### config.mk
export PLATFORM = sky130hd
export DESIGN_NAME = riot_bus_master_flat
export DESIGN_NICKNAME = d
export VERILOG_FILES = /design/src/rtl/riot_bus_master_pkg.sv /design/src/rtl/riot_bus_master_if.sv /design/src/rtl/riot_bus_master.sv /design/src/flat_wrapper.sv
export SDC_FILE = /design/constraint.sdc
export NUM_CORES = 1
export LEC_CHECK = 0
export CORE_MARGIN = 4
export CORE_UTILIZATION = 45
export DETAILED_ROUTE_END_ITERATION = 8
export GPL_TIMING_DRIVEN = 0
export PLACE_DENSITY = 0.68
export SETUP_SLACK_MARGIN = 0.3
export SLEW_MARGIN = 20
export SYNTH_ARGS = -nofsm -noshare
export SYNTH_HDL_FRONTEND = slang
export SYNTH_SLANG_ARGS = --single-unit
### constraint.sdc
create_clock -name clk -period 2.35 [get_ports clk]
set_input_delay 0.5875 -clock clk [delete_from_list [all_inputs] [get_ports clk]]
set_output_delay 0.5875 -clock clk [all_outputs]
set_load 0.01 [all_outputs]
### src/rtl/riot_bus_master_pkg.sv
// riot_pkg: shared types and constants for the RRIOT bus initiator.
//   riot_op_e    : command opcodes carried on the command channel
//   riot_state_e : bus-sequencer FSM states
//   RIOT_*       : peripheral register addresses (timer writes / reads)
package riot_pkg;

  typedef enum logic [1:0] {
    OP_WRITE    = 2'd0,
    OP_READ     = 2'd1,
    OP_WAIT_IRQ = 2'd2,
    OP_RSVD     = 2'd3
  } riot_op_e;

  typedef enum logic [2:0] {
    ST_IDLE     = 3'd0,
    ST_WR       = 3'd1,
    ST_RD_ADDR  = 3'd2,
    ST_RD_WAIT  = 3'd3,
    ST_WAIT_IRQ = 3'd4,
    ST_RESP     = 3'd5
  } riot_state_e;

  localparam logic [2:0] RIOT_WR_DIV1    = 3'b100;
  localparam logic [2:0] RIOT_WR_DIV8    = 3'b101;
  localparam logic [2:0] RIOT_WR_DIV64   = 3'b110;
  localparam logic [2:0] RIOT_WR_DIV1024 = 3'b111;
  localparam logic [2:0] RIOT_RD_TIMER   = 3'b000;
  localparam logic [2:0] RIOT_RD_FLAG    = 3'b001;

endpackage

### src/rtl/riot_bus_master_if.sv
// riot_bus_master_if: command channel, response channel and peripheral bus
// of the RRIOT bus initiator.
//   master : the bus initiator's view (consumes commands, drives bus)
//   slave  : controller + peripheral view (issues commands, answers bus)
interface riot_bus_master_if;
  import riot_pkg::*;

  logic       cmd_valid;
  logic       cmd_ready;
  riot_op_e   cmd_op;
  logic [2:0] cmd_addr;
  logic [7:0] cmd_data;

  logic       rsp_valid;
  logic       rsp_ready;
  logic [7:0] rsp_data;
  logic       rsp_err;

  logic       bus_we_n;
  logic [2:0] bus_addr;
  logic [7:0] bus_di;
  logic [7:0] bus_do;
  logic       bus_oe;
  logic       bus_irq_n;

  modport master (
    input  cmd_valid, cmd_op, cmd_addr, cmd_data, rsp_ready,
           bus_do, bus_oe, bus_irq_n,
    output cmd_ready, rsp_valid, rsp_data, rsp_err,
           bus_we_n, bus_addr, bus_di
  );

  modport slave (
    output cmd_valid, cmd_op, cmd_addr, cmd_data, rsp_ready,
           bus_do, bus_oe, bus_irq_n,
    input  cmd_ready, rsp_valid, rsp_data, rsp_err,
           bus_we_n, bus_addr, bus_di
  );

endinterface

### src/rtl/riot_bus_master.sv
// riot_bus_master: sequences 6530-style RRIOT register bus cycles from
// byte-level commands and returns one response per command.
//   clk, rst : single clock, synchronous active-high reset
//   io       : riot_bus_master_if.master (command, response, peripheral bus)
// All outputs are registered; bus_do / bus_irq_n are same-domain inputs.
//
// state       | meaning
// ------------+--------------------------------------------------------
// ST_IDLE     | cmd_ready high, bus parked at IDLE_ADDR
// ST_WR       | one cycle with bus_we_n low, addr/data on the bus
// ST_RD_ADDR  | read address presented, strobe high
// ST_RD_WAIT  | address held READ_LAT cycles; bus_do captured at last edge
// ST_WAIT_IRQ | bus idle, waiting for bus_irq_n low or the timeout
// ST_RESP     | rsp_valid high, payload held until rsp_ready
module riot_bus_master
  import riot_pkg::*;
#(
  parameter int unsigned READ_LAT     = 1,
  parameter logic [2:0]  IDLE_ADDR    = 3'b101,
  parameter logic [15:0] WAIT_TIMEOUT = 16'd65535
) (
  input logic              clk,
  input logic              rst,
  riot_bus_master_if.master io
);

  localparam logic [15:0] RD_LAST = 16'(READ_LAT - 1);
  localparam logic [15:0] TO_LAST = WAIT_TIMEOUT - 16'd1;
  localparam bit          TO_EN   = (WAIT_TIMEOUT != 16'd0);

  riot_state_e state_q, state_d;
  logic [15:0] cnt_q, cnt_d;
  logic        cmd_ready_q, cmd_ready_d;
  logic        rsp_valid_q, rsp_valid_d;
  logic [7:0]  rsp_data_q, rsp_data_d;
  logic        rsp_err_q, rsp_err_d;
  logic        we_n_q, we_n_d;
  logic [2:0]  addr_q, addr_d;
  logic [7:0]  di_q, di_d;

  // bus_oe is observed only; it plays no part in sequencing.
  logic unused_oe;
  assign unused_oe = io.bus_oe;

  always_ff @(posedge clk) begin
    if (rst) begin
      state_q     <= ST_IDLE;
      cnt_q       <= '0;
      cmd_ready_q <= 1'b0;
      rsp_valid_q <= 1'b0;
      rsp_data_q  <= '0;
      rsp_err_q   <= 1'b0;
      we_n_q      <= 1'b1;
      addr_q      <= IDLE_ADDR;
      di_q        <= '0;
    end else begin
      state_q     <= state_d;
      cnt_q       <= cnt_d;
      cmd_ready_q <= cmd_ready_d;
      rsp_valid_q <= rsp_valid_d;
      rsp_data_q  <= rsp_data_d;
      rsp_err_q   <= rsp_err_d;
      we_n_q      <= we_n_d;
      addr_q      <= addr_d;
      di_q        <= di_d;
    end
  end

  // Command fields are latched straight into the bus registers, which
  // hold them for the whole bus cycle; no separate command copy is kept.
  always_comb begin
    state_d     = state_q;
    cnt_d       = cnt_q;
    cmd_ready_d = cmd_ready_q;
    rsp_valid_d = rsp_valid_q;
    rsp_data_d  = rsp_data_q;
    rsp_err_d   = rsp_err_q;
    we_n_d      = 1'b1;
    addr_d      = addr_q;
    di_d        = di_q;

    case (state_q)
      ST_IDLE: begin
        cmd_ready_d = 1'b1;
        if (io.cmd_valid && cmd_ready_q) begin
          cmd_ready_d = 1'b0;
          cnt_d       = '0;
          case (io.cmd_op)
            OP_WRITE: begin
              state_d = ST_WR;
              we_n_d  = 1'b0;
              addr_d  = io.cmd_addr;
              di_d    = io.cmd_data;
            end
            OP_READ: begin
              state_d = ST_RD_ADDR;
              addr_d  = io.cmd_addr;
            end
            OP_WAIT_IRQ: state_d = ST_WAIT_IRQ;
            default: begin
              state_d     = ST_RESP;
              rsp_valid_d = 1'b1;
              rsp_data_d  = '0;
              rsp_err_d   = 1'b1;
            end
          endcase
        end
      end
      ST_WR: begin
        state_d     = ST_RESP;
        addr_d      = IDLE_ADDR;
        rsp_valid_d = 1'b1;
        rsp_data_d  = di_q;
        rsp_err_d   = 1'b0;
      end
      ST_RD_ADDR: begin
        state_d = ST_RD_WAIT;
        cnt_d   = '0;
      end
      ST_RD_WAIT: begin
        if (cnt_q == RD_LAST) begin
          state_d     = ST_RESP;
          cnt_d       = '0;
          addr_d      = IDLE_ADDR;
          rsp_valid_d = 1'b1;
          rsp_data_d  = io.bus_do;
          rsp_err_d   = 1'b0;
        end else begin
          cnt_d = cnt_q + 16'd1;
        end
      end
      ST_WAIT_IRQ: begin
        // irq wins over a timeout landing in the same cycle
        if (!io.bus_irq_n) begin
          state_d     = ST_RESP;
          rsp_valid_d = 1'b1;
          rsp_data_d  = '0;
          rsp_err_d   = 1'b0;
        end else if (TO_EN && (cnt_q == TO_LAST)) begin
          state_d     = ST_RESP;
          rsp_valid_d = 1'b1;
          rsp_data_d  = '0;
          rsp_err_d   = 1'b1;
        end else if (TO_EN) begin
          cnt_d = cnt_q + 16'd1;
        end
      end
      ST_RESP: begin
        if (io.rsp_ready) begin
          state_d     = ST_IDLE;
          rsp_valid_d = 1'b0;
          cmd_ready_d = 1'b1;
        end
      end
      default: state_d = ST_IDLE;
    endcase
  end

  assign io.cmd_ready = cmd_ready_q;
  assign io.rsp_valid = rsp_valid_q;
  assign io.rsp_data  = rsp_data_q;
  assign io.rsp_err   = rsp_err_q;
  assign io.bus_we_n  = we_n_q;
  assign io.bus_addr  = addr_q;
  assign io.bus_di    = di_q;

endmodule

### src/flat_wrapper.sv
// flat-port wrapper written by rule: the top's interface ports become plain ports
module riot_bus_master_flat import riot_pkg::*;
#(
  parameter int unsigned READ_LAT     = 1,
  parameter logic [2:0]  IDLE_ADDR    = 3'b101,
  parameter logic [15:0] WAIT_TIMEOUT = 16'd65535
)
  (clk, rst, io_cmd_valid, io_cmd_op, io_cmd_addr, io_cmd_data, io_rsp_ready, io_bus_do, io_bus_oe, io_bus_irq_n, io_cmd_ready, io_rsp_valid, io_rsp_data, io_rsp_err, io_bus_we_n, io_bus_addr, io_bus_di);
  riot_bus_master_if io_i ();
  input logic clk;
  input logic rst;
  input wire logic [$bits(io_i.cmd_valid)-1:0] io_cmd_valid;
  input wire logic [$bits(io_i.cmd_op)-1:0] io_cmd_op;
  input wire logic [$bits(io_i.cmd_addr)-1:0] io_cmd_addr;
  input wire logic [$bits(io_i.cmd_data)-1:0] io_cmd_data;
  input wire logic [$bits(io_i.rsp_ready)-1:0] io_rsp_ready;
  input wire logic [$bits(io_i.bus_do)-1:0] io_bus_do;
  input wire logic [$bits(io_i.bus_oe)-1:0] io_bus_oe;
  input wire logic [$bits(io_i.bus_irq_n)-1:0] io_bus_irq_n;
  output wire logic [$bits(io_i.cmd_ready)-1:0] io_cmd_ready;
  output wire logic [$bits(io_i.rsp_valid)-1:0] io_rsp_valid;
  output wire logic [$bits(io_i.rsp_data)-1:0] io_rsp_data;
  output wire logic [$bits(io_i.rsp_err)-1:0] io_rsp_err;
  output wire logic [$bits(io_i.bus_we_n)-1:0] io_bus_we_n;
  output wire logic [$bits(io_i.bus_addr)-1:0] io_bus_addr;
  output wire logic [$bits(io_i.bus_di)-1:0] io_bus_di;
  assign io_i.cmd_valid = io_cmd_valid;
  assign io_i.cmd_op = io_cmd_op;
  assign io_i.cmd_addr = io_cmd_addr;
  assign io_i.cmd_data = io_cmd_data;
  assign io_i.rsp_ready = io_rsp_ready;
  assign io_i.bus_do = io_bus_do;
  assign io_i.bus_oe = io_bus_oe;
  assign io_i.bus_irq_n = io_bus_irq_n;
  assign io_cmd_ready = io_i.cmd_ready;
  assign io_rsp_valid = io_i.rsp_valid;
  assign io_rsp_data = io_i.rsp_data;
  assign io_rsp_err = io_i.rsp_err;
  assign io_bus_we_n = io_i.bus_we_n;
  assign io_bus_addr = io_i.bus_addr;
  assign io_bus_di = io_i.bus_di;
  riot_bus_master #(.READ_LAT(READ_LAT), .IDLE_ADDR(IDLE_ADDR), .WAIT_TIMEOUT(WAIT_TIMEOUT)) u_core (.clk(clk), .rst(rst), .io(io_i));
endmodule
==> results.yml, run 1 <==
synth:
  top_area_cells_in_the_synthesized_netlist: "sky130_fd_sc_hd__dfxtp_1 (36%), sky130_fd_sc_hd__mux2i_1 (7.8%), sky130_fd_sc_hd__nor2_1 (5.0%)"
  post-synth-top-area-fraction_pct: 36.3
  synth.yosys.warnings: 0
  yosys.area.top_type: "sky130_fd_sc_hd__dfxtp_1"
  netlist_instances: 252
  mappedNetlistNets: 286
  netlist_area_sq_mm: 0.00231
  postSynthAreaPerCell_sq_um: 9.18
  synth-seq-area-share_pct: 36.3
  number_of_enable_type_register_cells_in_the_synthesized_netlist: 0
  synth.lib_cells_used.distinct: 51
  ys_seq_elements: 42
  asyncSetResetFlopFracSynth_pct: 0
  synthFlopType: "sky130_fd_sc_hd__dfxtp_1"
critical_path:
  crit_fanout: 9
  reg2regPathDepth: 8
  r2r-end: "u_core.io.rsp_err"
  worst-setup-path-type: "register to register"
  startpoint_type: "register"
  timing.critical_path.slowest_cell_delay_ps: 420
  crit_chain: "inv_1 > ha_1 > nor4b_2 > and4_2 > o21a_1 > nand3_2 > buf_6 > mux2_4"
  critical-path-slowest-cell: "sky130_fd_sc_hd__dfxtp_1"
  r2r_slack_ps: 280
  critPathArrivalTime_ps: 2260
  r2r-start: "u_core.cnt_q[0]"
  cp-end-kind: "register"
  timing.critical_path.required_ps: 2540
floorplan:
  fp.dieH_um: 79.7
  die_area_sq_mm: 0.00635
  fp-row-count: 25
  chipWidth_um: 79.7
  start_util_pct: 47.7
  core_area_sq_mm: 0.00485
  ios: 50
cts:
  clk_root_buffer_cell: "sky130_fd_sc_hd__clkbuf_8"
  cts_made_buffers: 5
  cts_max_level: 2
  holdBufCountCts: 0
  clk-insertion-delay-late_ps: 290
  cts_num_sinks: 42
  tritoncts: "done"
  ctsLongestPathBuffers: 2
  worst_setup_hold_path_clk_slew_ps: 80
layout:
  layout_common_cells: "sky130_fd_sc_hd__clkdlybuf4s50_1 (48), sky130_fd_sc_hd__dfxtp_1 (42), sky130_fd_sc_hd__nor2_1 (31), sky130_fd_sc_hd__nand2_1 (19), sky130_fd_sc_hd__mux2i_1 (18)"
  final_area_sq_mm: 0.00303
  num_antenna_cells: 0
  design.final.nets: 343
  sequential_cell_area_sq_um: 841
  multi_input_comb_area_sq_mm: 0.00139
  flow.area_growth_from_synthesis_pct: 30.9
  most_common_cell_after_layout_fill_and_taps_aside: "sky130_fd_sc_hd__clkdlybuf4s50_1"
  fillCellCount: 414
  post_route_cells_drive_above_1_share_pct: 14.8
placement:
  place_worst_setup_slack_ps: -71.7
  gp_congestion: 0.822
  dp.final_hpwl_um: 4090
  post_dp_cell_area_sq_mm: 0.00288
  place.port_buffers: 48
power_and_ir_drop:
  p_sw_share_pct: 34.9
  cellInternalPower_w: 0.00153
  switchingPower_w: 0.000820
  p_clk_share_pct: 24.4
  seq_power_share_pct: 36.2
  combPwrFrac_pct: 39.4
  vdd.ir_drop.worst_uv: 448
  pwr_density_cell_mw_per_mm2: 776
  leakagePower_nw: 1.09
route:
  drt_first_iter_violations: 63
  num_vias: 2016
  avgViaCountPerCell: 5.35
  totalWireLength_um: 5610
  wire_per_inst_um: 14.9
  detail_route_antenna_nets: 0
  initial_drt_pass_iterations: 4
  post-route-drc-count: 0
sta:
  hold_viol: 0
  relSlewSlack_pct: 65.2
  final.hold.worst_slack_ps: 467
  layout_setup_ws_ps: 281
  final-setup-viol-count: 0
  grt_setup_unrepaired: "yes"
  finalSetupTns_ps: 0
  achievable_freq_mhz: 483
  period_needed_ps: 2070
  drv_slew: 0
  tightestPinTransition_ps: 508
  final_min_period_over_clock_period_pct: 88.0
  clock_skew_ps: 5.92
worst_hold_path:
  worstHoldStart: "u_core.io.bus_addr[1]"
  hold_class: "register to register"
  min_delay_worst_endpoint: "u_core.io.bus_addr[1]"
  min_delay_path_depth: 2
global_route:
  grtUsageTotal_pct: 18.2
  grt_pass1_vias: 1925
  overflow: 0
  grt_antenna_before_repair: 0
  maximum_number_of_pins_on_one_net_before_global_route_repair: 14
  grt_first_pass_wirelength_um: 9110
status:
  status: "complete, no violations"
flow_run:
  max-cap-violations: 0
-- metrics by stage --
step | utilization [%] | total power [W] | std cells
after detailed placement | 59.4 | 0.00176 | 367
after global routing | 62.5 | 0.00248 | 377
after global placement | 59.4 | 0.00176 | 367
final | 62.5 | 0.00235 | 377
after CTS | 61.9 | 0.00235 | 375
after floorplan | - | 0.00148 | 252
-- power by group through the flow --
stage	sequential (W)	clock, W	combinational, W
detailed placement	0.000865	0	0.000898
floorplan	0.000872	0	0.000610
finish	0.000851	0.000574	0.000927
global placement	0.000862	0	0.000900
global route	0.000861	0.000615	0.00100
CTS	0.000849	0.000589	0.000912
-- layout make-up --
class	count	area share [%]
plain buffers	12	2.85
clock buffers	6	2.40
clock inverters	2	1.24
inverters	7	0.867
multi-input cells	191	45.8
flip-flops and latches	42	27.8
well taps	67	2.77
repair buffers	50	16.4
-- kinds of logic (layout without fill, tap and decap cells) --
kind of cell	Yosys count	after routing	synth area share (%)
muxes	27	27	12.3
buffers and inverters	19	77	4.76
xor gates and xnor gates	11	11	4.16
DFF	42	42	36.3
adders and majority gates	7	7	3.79
AOI/OAI and AO/OA	35	35	11.8
and+or+nand+nor	111	111	26.8
-- repair_timing --
action	4_1_cts	5_1_grt
resized for setup	5	2
buffers inserted	0	2
pin swaps	0	1
endpoints found under the setup margin	10	15
cloned	0	0
-- cell usage after synthesis, types with 2 or more instances --
cell type,number
sky130_fd_sc_hd__o21ai_0,3
sky130_fd_sc_hd__and4_1,4
sky130_fd_sc_hd__or4_1,2
sky130_fd_sc_hd__and2_2,2
sky130_fd_sc_hd__a21oi_1,13
sky130_fd_sc_hd__nand2b_1,9
sky130_fd_sc_hd__nor2_1,31
sky130_fd_sc_hd__o21a_1,2
sky130_fd_sc_hd__ha_1,7
sky130_fd_sc_hd__dfxtp_1,42
sky130_fd_sc_hd__xnor2_1,11
sky130_fd_sc_hd__buf_2,3
sky130_fd_sc_hd__o31ai_1,2
sky130_fd_sc_hd__and4bb_2,2
sky130_fd_sc_hd__nand3_1,8
sky130_fd_sc_hd__nor3_1,12
sky130_fd_sc_hd__inv_1,6
sky130_fd_sc_hd__nor4_2,2
sky130_fd_sc_hd__o21bai_1,2
sky130_fd_sc_hd__and2b_1,2
sky130_fd_sc_hd__clkbuf_1,2
sky130_fd_sc_hd__buf_4,2
sky130_fd_sc_hd__a211oi_1,2
sky130_fd_sc_hd__nand2_1,19
sky130_fd_sc_hd__mux2i_1,18
sky130_fd_sc_hd__mux2_2,8
sky130_fd_sc_hd__buf_6,3
sky130_fd_sc_hd__nor4_1,9
sky130_fd_sc_hd__a311oi_1,2
-- registers in the layout, indices dropped and copies added (netlist names) --
register	count
u_core.cnt_q	16
u_core.io.bus_di	8
u_core.io.rsp_data	8
u_core.io.bus_addr	3
u_core.state_q	3
u_core.io.bus_we_n	1
u_core.io.cmd_ready	1
u_core.io.rsp_err	1
u_core.io.rsp_valid	1
-- routing by layer --
metal	part of all wire (%)	up-vias	global-route usage, %
met5	0	-	0
met1	46	923	23.0
li1	-	1015	-
met4	2.2	0	7.39
met2	46	64	28.8
met3	6.0	14	5.19
-- worst max-delay path by stage --
stage | from | to | slack [ps] | cells past startpoint
2_1_floorplan | u_core.cnt_q[0] | u_core.io.rsp_err | 500 | 8
3_3_place_gp | io_cmd_op[1] | u_core.io.bus_addr[2] | -40 | 8
3_5_place_dp | io_cmd_op[1] | u_core.io.bus_addr[0] | -70 | 8
4_1_cts | u_core.cnt_q[0] | u_core.cnt_q[9] | 300 | 8
5_1_grt | u_core.cnt_q[0] | u_core.io.rsp_err | 220 | 8
6_report | u_core.cnt_q[0] | u_core.io.rsp_err | 280 | 8
-- critical path: cells and delay by family (launching register included) --
family,cells,cell delay [ps]
and+or+nand+nor,3,520
DFF,1,420
muxes,1,300
buffers and inverters,2,270
AOI/OAI and AO/OA,1,240
adders and majority gates,1,210
(Power assumes the default switching activity.)
==> run 2: changes to the inputs <==
Settings changed: ABC_AREA set to 1, ABC_CLOCK_PERIOD_IN_PS set to 2350, PLACE_DENSITY 0.68 to 0.67.
==> run 2 against run 1 <==
Synthesized cell count increased by 53%. Die area increased by 10%. Clock skew about the same. Register-to-register slack improved by 300 ps. Wire length increased by 19%. Area after synthesis increased by 11%. Design area increased by 7.4%. Sequential power increased by 16%. Power increased by 43%. Via count increased by 28%. Clock power decreased by 17%. Critical path type is now input port to register. Highest routed layer unchanged.
==> results.yml, run 2 <==
layout:
  design.final.nets: 477
  final_area_sq_mm: 0.00325
  flow.area_growth_from_synthesis_pct: 26.3
  post_route_cells_drive_above_1_share_pct: 13.3
  layout_common_cells: "sky130_fd_sc_hd__nand2_1 (96), sky130_fd_sc_hd__nor2_1 (57), sky130_fd_sc_hd__clkdlybuf4s50_1 (48), sky130_fd_sc_hd__dfxtp_1 (42)"
  most_common_cell_after_layout_fill_and_taps_aside: "sky130_fd_sc_hd__nand2_1"
  largest_register: "u_core.cnt_q"
  num_antenna_cells: 0
  largest_register_ff_count: 16
synth:
  synth_xor_xnor_area_share_pct: 2.38
  synthFlopType: "sky130_fd_sc_hd__dfxtp_1"
  post_synth_and_or_nand_nor_area_fraction_pct: 41.8
  mappedNetlistNets: 420
  synth.lib_cells_used.distinct: 35
  synth_most_common_cell: "sky130_fd_sc_hd__nand2_1"
  synth-compound-area-share_pct: 12.2
  synth_mux_area_share_pct: 0
  top_area_cells_in_the_synthesized_netlist: "sky130_fd_sc_hd__dfxtp_1 (33%), sky130_fd_sc_hd__nand2_1 (14%), sky130_fd_sc_hd__nor2_1 (8.3%)"
  post-synth-top-area-fraction_pct: 32.6
  number_of_enable_type_register_cells_in_the_synthesized_netlist: 0
  netlist_top_cells_count: "sky130_fd_sc_hd__nand2_1 (96), sky130_fd_sc_hd__nor2_1 (57), sky130_fd_sc_hd__dfxtp_1 (42)"
  post_synth_fa_ha_maj_area_fraction_pct: 3.40
  synth-seq-area-share_pct: 32.6
  netlist_instances: 386
  yosys.area.top_type: "sky130_fd_sc_hd__dfxtp_1"
  postSynthAreaPerCell_sq_um: 6.67
  ys_seq_elements: 42
  synth.yosys.warnings: 0
  netlist_area_sq_mm: 0.00258
  asyncSetResetFlopFracSynth_pct: 0
  combinational_family_with_the_most_area_after_synthesis: "simple AND/OR/NAND/NOR gates"
sta:
  relSlewSlack_pct: 61.4
  grt_setup_unrepaired: "yes"
  hold_viol: 0
  final.hold.worst_slack_ps: 480
  period_needed_ps: 1930
  tightestPinTransition_ps: 579
  achievable_freq_mhz: 518
  drv_slew: 0
  final_min_period_over_clock_period_pct: 82.1
  final-setup-viol-count: 0
  clock_skew_ps: 5.62
  finalSetupTns_ps: 0
cts:
  ctsLongestPathBuffers: 2
  tritoncts: "done"
  cts_num_sinks: 42
  clk_root_buffer_cell: "sky130_fd_sc_hd__clkbuf_8"
  clk-insertion-delay-late_ps: 300
  cts_made_buffers: 5
  holdBufCountCts: 0
  cts_max_level: 2
  worst_setup_hold_path_clk_slew_ps: 80
power_and_ir_drop:
  leakagePower_nw: 1.30
  design_power_total_w: 0.00336
  vdd.ir_drop.worst_uv: 626
  pwr_density_cell_mw_per_mm2: 1030
floorplan:
  start_util_pct: 46.5
  fp.dieH_um: 83.7
  fp-row-count: 27
  ios: 50
  die_area_sq_mm: 0.00700
  core_area_sq_mm: 0.00554
  chipWidth_um: 83.7
global_route:
  grtUsageTotal_pct: 19.5
  grt_antenna_before_repair: 0
  grt_pass1_vias: 2499
  grt_first_pass_wirelength_um: 11500
  overflow: 0
  maximum_number_of_pins_on_one_net_before_global_route_repair: 14
route:
  initial_drt_pass_iterations: 4
  num_vias: 2589
  drt_first_iter_violations: 190
  wire_per_inst_um: 12.9
  avgViaCountPerCell: 5.02
  detail_route_antenna_nets: 0
  totalWireLength_um: 6670
  post-route-drc-count: 0
placement:
  gp_congestion: 0.877
  place.port_buffers: 48
  post_dp_cell_area_sq_mm: 0.00315
  dp.final_hpwl_um: 5150
status:
  status: "complete, no violations"
critical_path:
  startpoint_type: "input port"
  cp-end-kind: "register"
  timing.critical_path.required_ps: 2530
  worst-setup-path-type: "input port to register"
  critPathArrivalTime_ps: 2110
  crit_fanout: 8
flow_run:
  max-cap-violations: 0
worst_hold_path:
  hold_class: "register to register"
==> run 2: changes by cell type after synthesis, sizes merged, moves of 8 or more <==
| cell | change |
|---|---|
| nand2 | +82 |
| inv | +25 |
| nand3 | +20 |
| mux2i | -18 |
| nor4 | -10 |
| mux2 | -9 |
| a22oi | +8 |
| nor2 | +52 |
| xnor2 | -11 |
| nand2b | -9 |
| o21ai | +14 |
| nor3 | -10 |
| a21oi | +13 |
==> run 2: routing by layer <==
layer	GRT usage (%)	wire, um	vias to the layer above
met5	0	0	-
met4	7.60	133	0
met3	2.86	253	13
met2	32.3	3050	57
met1	25.4	3240	1161
li1	-	-	1358
==> run 2: final cells by class <==
cell class,count,area [sq um]
Multi-Input combinational cell,299,1550
Fill cell,571,2290
Timing Repair Buffer,50,495
Buffer,12,71.3
Inverter,33,125
Clock buffer,6,72.6
Tap cell,72,90.1
Sequential cell,42,841
Clock inverter,2,13.8
==> run 2: path summary, 6_finish.rpt <==
| kind | cells past startpoint | slack [ps] | start | endpoint |
|---|---|---|---|---|
| max | 8 | 420 | io_cmd_valid | u_core.cnt_q[15] |
| min | 2 | 480 | u_core.io.rsp_data[1] | u_core.io.rsp_data[1] |
| max reg2reg | 11 | 580 | u_core.cnt_q[0] | u_core.state_q[1] |
| min reg2reg | 2 | 480 | u_core.io.rsp_data[1] | u_core.io.rsp_data[1] |
==> run 2: critical path: stages <==
cell	delay (ps)
sky130_fd_sc_hd__clkdlybuf4s50_1	460
sky130_fd_sc_hd__nand2_1	110
sky130_fd_sc_hd__nand3_2	150
sky130_fd_sc_hd__o21ai_1	110
sky130_fd_sc_hd__inv_2	100
sky130_fd_sc_hd__nand3_4	130
sky130_fd_sc_hd__o21ai_0	380
sky130_fd_sc_hd__a21oi_1	80
==> run 2: power by group <==
group	leakage, nW	internal, W	total (W)	switching, W
clock	0.0452	0.000210	0.000476	0.000266
sequential	0.342	0.000866	0.000991	0.000124
combinational	0.914	0.000759	0.00190	0.00114
total	1.30	0.00184	0.00336	0.00153
==> run 2: kinds of logic (layout without fill, tap and decap cells) <==
kind of cell	count (synthesis)	after routing
simple gates	229	229
flops	42	42
xor+xnor	7	7
compound gates	56	56
buf+inv	45	103
fa+ha+maj	7	7
==> run 2: per-stage QoR <==
stage          instances  util (%)  setup slack [ps]
6_report             516      58.7               421
5_1_grt              516      58.7               295
4_1_cts              514      58.5               374
3_5_place_dp         506      56.8              -147
3_3_place_gp         506      56.8              -137
2_1_floorplan        386         -               719
==> run 2: repair_timing <==
item / 4_1_cts / 5_1_grt
setup buffers: 0 / 2
hold endpoints to repair: 0 / 0
pin swaps: 0 / 1
endpoints found under the setup margin: 8 / 11
gates resized for setup: 1 / 0
